### src/rtl/vesp1_boot_loader.sv
// Program loader for vesp1_risc: zeroes program memory, then writes a header-framed byte stream
// into word memory while holding the CPU in reset until the load completes.
module vesp1_boot_loader #(
   parameter int unsigned WORD_SIZE    = 16,
   parameter int unsigned ADDRESS_SIZE = 12,
   parameter int unsigned MEM_DEPTH    = 256,
   parameter int unsigned CLEAR_WORDS  = 256
) (
   input  logic                    i_clk,
   input  logic                    i_rst,
   input  logic                    i_in_valid,
   input  logic [7:0]              i_in_data,
   output logic                    o_in_ready,
   output logic                    o_mem_we,
   output logic [ADDRESS_SIZE-1:0] o_mem_addr,
   output logic [WORD_SIZE-1:0]    o_mem_wdata,
   output logic                    o_cpu_rst,
   output logic                    o_done,
   output logic                    o_error
);

   typedef enum logic [3:0] {
      StClear,
      StHdrAHi,
      StHdrALo,
      StHdrNHi,
      StHdrNLo,
      StCheck,
      StDataHi,
      StDataLo,
      StWrite,
      StRun,
      StErr
   } state_t;

   // Bound check is done wide enough that start + count can never wrap.
   localparam int unsigned SUM_W = ADDRESS_SIZE + 5;
   localparam logic [SUM_W-1:0] MEM_LIMIT = SUM_W'(MEM_DEPTH);
   localparam logic [ADDRESS_SIZE-1:0] LAST_CLR = ADDRESS_SIZE'(CLEAR_WORDS - 1);
   localparam state_t RESET_STATE = (CLEAR_WORDS == 0) ? StHdrAHi : StClear;

   state_t                  r_state;
   logic [ADDRESS_SIZE-1:0] r_addr;
   logic [15:0]             r_rem;
   logic [7:0]              r_byte;

   logic                    w_accept;
   logic [SUM_W-1:0]        w_end_sum;

   assign w_accept  = i_in_valid & o_in_ready;
   assign w_end_sum = SUM_W'(r_addr) + SUM_W'(r_rem);

   always_ff @(posedge i_clk) begin
      if (!i_rst) begin
         r_state     <= RESET_STATE;
         r_addr      <= '0;
         r_rem       <= '0;
         r_byte      <= '0;
         o_in_ready  <= 1'b0;
         o_mem_we    <= 1'b0;
         o_mem_addr  <= '0;
         o_mem_wdata <= '0;
         o_cpu_rst   <= 1'b0;
         o_done      <= 1'b0;
         o_error     <= 1'b0;
      end else begin
         o_mem_we <= 1'b0;
         unique case (r_state)
            StClear: begin
               o_mem_we    <= 1'b1;
               o_mem_addr  <= r_addr;
               o_mem_wdata <= '0;
               if (r_addr == LAST_CLR) begin
                  r_addr  <= '0;
                  r_state <= StHdrAHi;
               end else begin
                  r_addr <= r_addr + 1'b1;
               end
            end
            StHdrAHi: begin
               // Ready is raised on the first cycle here, so nothing is taken before it shows.
               o_in_ready <= 1'b1;
               if (w_accept) begin
                  r_byte  <= i_in_data;
                  r_state <= StHdrALo;
               end
            end
            StHdrALo: begin
               if (w_accept) begin
                  r_addr  <= ADDRESS_SIZE'({r_byte, i_in_data});
                  r_state <= StHdrNHi;
               end
            end
            StHdrNHi: begin
               if (w_accept) begin
                  r_byte  <= i_in_data;
                  r_state <= StHdrNLo;
               end
            end
            StHdrNLo: begin
               if (w_accept) begin
                  r_rem      <= {r_byte, i_in_data};
                  o_in_ready <= 1'b0;
                  r_state    <= StCheck;
               end
            end
            StCheck: begin
               if (r_rem == 16'd0) begin
                  o_cpu_rst <= 1'b1;
                  o_done    <= 1'b1;
                  r_state   <= StRun;
               end else if (w_end_sum > MEM_LIMIT) begin
                  o_error <= 1'b1;
                  r_state <= StErr;
               end else begin
                  o_in_ready <= 1'b1;
                  r_state    <= StDataHi;
               end
            end
            StDataHi: begin
               if (w_accept) begin
                  r_byte  <= i_in_data;
                  r_state <= StDataLo;
               end
            end
            StDataLo: begin
               if (w_accept) begin
                  o_in_ready  <= 1'b0;
                  o_mem_we    <= 1'b1;
                  o_mem_addr  <= r_addr;
                  o_mem_wdata <= WORD_SIZE'({r_byte, i_in_data});
                  r_state     <= StWrite;
               end
            end
            StWrite: begin
               r_addr <= r_addr + 1'b1;
               r_rem  <= r_rem - 1'b1;
               if (r_rem == 16'd1) begin
                  o_cpu_rst <= 1'b1;
                  o_done    <= 1'b1;
                  r_state   <= StRun;
               end else begin
                  o_in_ready <= 1'b1;
                  r_state    <= StDataHi;
               end
            end
            StRun: begin
               o_in_ready <= 1'b0;
            end
            StErr: begin
               o_in_ready <= 1'b0;
            end
            default: begin
               o_in_ready <= 1'b0;
               o_error    <= 1'b1;
               r_state    <= StErr;
            end
         endcase
      end
   end

endmodule

### config.mk
export PLATFORM = sky130hd
export DESIGN_NAME = vesp1_boot_loader
export DESIGN_NICKNAME = d
export VERILOG_FILES = /design/src/rtl/vesp1_boot_loader.sv
export SDC_FILE = /design/constraint.sdc
export NUM_CORES = 1
export LEC_CHECK = 0
export BUFFER_PORTS_ARGS = -buffer_cell sky130_fd_sc_hd__buf_2
export CAP_MARGIN = 40
export CORE_UTILIZATION = 53
export DETAILED_ROUTE_END_ITERATION = 8
export PLACE_DENSITY = 0.84
export SYNTH_ARGS = -nofsm -noshare
export SYNTH_HDL_FRONTEND = slang
export SYNTH_SLANG_ARGS = --single-unit
### constraint.sdc
create_clock -name i_clk -period 3.25 [get_ports i_clk]
set_clock_uncertainty 0.05 [all_clocks]
set_input_delay 0.65 -clock i_clk [delete_from_list [all_inputs] [get_ports i_clk]]
set_output_delay 0.65 -clock i_clk [all_outputs]
set_load 0.01 [all_outputs]
==> metrics.md <==
| Metric | Value |
|---|---|
| DRT Wirelength | `11900 µm` |
| First-pass GRT wire length | `19300 µm` |
| Crit end category | `register` |
| Synth Net Count | `520` |
| Fraction of registers with async set/reset | `0%` |
| Fmax | `0.317 GHz` |
| Via density | `6.53` |
| Root buffer cell | `clkbuf_8` |
| CP startpoint kind | `register` |
| Synth Area in Simple Gates | `21.6%` |
| Synthesized instance count | `493` |
| Worst path cell trace | `ha_1 -> a211o_1 -> a221o_1 -> a21o_1 -> o21a_1 -> o311a_1 -> or4_4 -> or3_1 -> o2bb2ai_1` |
| Register area share after synthesis | `35.1%` |
| Final HPWL DP | `8630 µm` |
| Post-synthesis mux area share | `5.88%` |
| Worst path slowest cell | `or4_4` |
| Post-route ant nets | `0` |
| Fin util | `66.0%` |
| Largest family of logic cells by synthesized area | `compound AO/OA/AOI/OAI gates` |
| Nets | `580` |
| Min setup slack post-route | `0.100 ns` |
| Post-route cell area | `0.00486 mm²` |
| Initial DRC count | `427` |
| Slew @ Worst Pin | `0.927 ns` |
| Final std cells w/o fill | `657` |
| Largest stage delay on the critical path | `0.56 ns` |
| Chip width | `90.0 µm` |
| Gpl congestion | `0.911` |
| Final Hold Viols | `0` |
| Synth unique cells | `63` |
| Outcome | `complete, no violations` |
| Endpoints failing setup | `0` |
| PwrDens | `686 mW/mm²` |
| Die Span Y | `90.0 µm` |
| Clock latency at the later pin of the worst-skew pair | `0.36 ns` |
| IO Pins | `44` |
| Port Buf Inserts | `43` |
| Synth Flop Type | `dfxtp_1` |
| Flop and latch count out of synthesis | `72` |
| Area Overhead vs Synth | `18.5%` |
| Largest net degree at the start of global routing | `34` |
| TritonCTS buffer count | `9` |
| Die area | `0.00810 mm²` |
| Longest Clk Path Bufs | `2` |
| Inst Count DP | `641` |
| # diodes | `0` |
| Post-Synth XOR/XNOR Area | `1.71%` |
| Setup TNS | `0 ns` |
| Crit-path max FO | `4` |
| Leakage | `2.08 nW` |
| H-tree depth | `3` |
| Synth Area in Compound Gates | `26.6%` |
| Site Rows | `31` |
| Critical path data required time | `3.45 ns` |
| Top-count cell post-synth | `dfxtp_1` |
| Area contributors post-synth | `dfxtp_1 35%, mux2i_1 5.6%, a21oi_1 4.9%, nor2_1 4.8%, ha_1 4.6%` |
| R2R Setup Slk | `0.10 ns` |
| WHS | `0.428 ns` |
| Proportion of layout cells with a drive suffix above 1 | `19.2%` |
| GR Util All Layers | `29.4%` |
| Post-CTS Setup Repair Bufs | `0` |
| Post-synthesis cell area | `0.00410 mm²` |
| Max-cap viol count | `0` |
| DR DRC count | `0` |
| Max-slew violations | `0` |
| TritonCTS clock tree | `yes` |
| Ys Warns | `0` |
| 1st-pass router iterations | `6` |
| Critical Path AT | `3.35 ns` |
| Worst Hold Class | `reg2reg` |
| Placed cell area | `0.00460 mm²` |
| Pre-CTS setup slack | `-0.00845 ns` |
| Worst-path clk slew | `0.09 ns` |
| Initial Utilization | `55.7%` |
| VDD IR-drop max | `0.486 mV` |
| Vias in the first global route | `3963` |
| EDFF count, synth | `0` |
| Clock period minus worst slack | `3.15 ns` |
| Total number of vias | `4291` |
| Headroom to the max-slew limit | `37.7%` |
| # clock sinks | `72` |
| Leading area contributor after synthesis | `dfxtp_1` |
| WL/cell | `18.2 µm` |
| Core area | `0.00737 mm²` |
| Initial antenna violation count | `0` |
| Average cell area after synthesis | `8.32 µm²` |
| Power Total | `3.34 mW` |
| Total congestion overflow | `0` |
| Fin crit share | `96.9%` |
| Crit path kind | `reg2reg` |
| Post-synth top cells | `72 x dfxtp_1, 52 x nor2_1, 40 x a21oi_1, 26 x nand2_1, 25 x clkbuf_1` |
| Post-Synth Adder-Cell Area | `5.06%` |
| Synth top area share | `35.1%` |
-- power breakdown --
group / total (mW) / internal [mW] / switching (mW)
clock network: 0.763 / 0.388 / 0.376
logic: 1.50 / 0.626 / 0.869
registers: 1.08 / 0.983 / 0.0949
-- layout by cell type (no fill, tap or decap), types with 14 or more instances in the layout --
master / n
mux2i_1: 23
nor3_1: 16
o21ai_0: 22
ha_1: 14
a21oi_1: 39
a22o_1: 18
buf_2: 43
nor2_1: 52
dfxtp_1: 70
nand3_1: 19
buf_4: 35
nand2_1: 26
-- worst paths after layout --
path / end / depth (start not counted) / start
worst max-delay path: r_state[3] / 9 / r_addr[8]
worst max register to register: r_state[3] / 9 / r_addr[8]
worst min register to register: o_error / 2 / o_error
worst min-delay path: o_error / 2 / o_error
-- repair_timing --
action,4_1_cts,5_1_grt
hold buffers,0,0
endpoints found under the hold margin,0,0
setup endpoints to repair,1,3
pin swaps,0,4
resized for setup,2,11
-- routing by layer --
layer	GRT usage, %	wire length (µm)
met1	38.8	5060
met2	47.0	5440
met3	7.11	1030
met4	10.6	403
met5	0	0
-- area by class of cell --
type,instances,area [µm²]
Fill cell,589,2510
Inverter,13,48.8
Clock buffer,10,138
Multi-Input combinational cell,379,2560
Tap cell,99,124
Timing Repair Buffer,78,478
Clock inverter,6,75.1
Sequential cell,72,1440
-- worst max-delay path, delay by kind of cell, from the launching register on --
family                     cells  cell delay, ns
AOI/OAI and AO/OA              6            1.44
and+or+nand+nor                2            0.88
DFF                            1            0.33
adders and majority gates      1            0.34
-- registers in the layout, indices dropped and copies added (netlist names) --
signal / flops
o_mem_wdata: 16
r_rem: 16
o_mem_addr: 12
r_addr: 12
r_byte: 8
r_state: 4
o_done: 1
o_error: 1
o_in_ready: 1
o_mem_we: 1
-- kinds of logic after synthesis --
kind of cell / after synthesis
AO/OA/AOI/OAI: 158
buffers and inverters: 42
flip-flops: 72
multiplexers: 24
adder cells (fa/ha/maj): 16
AND/OR/NAND/NOR: 173
XOR/XNOR: 8
(Power assumes the default switching activity.)
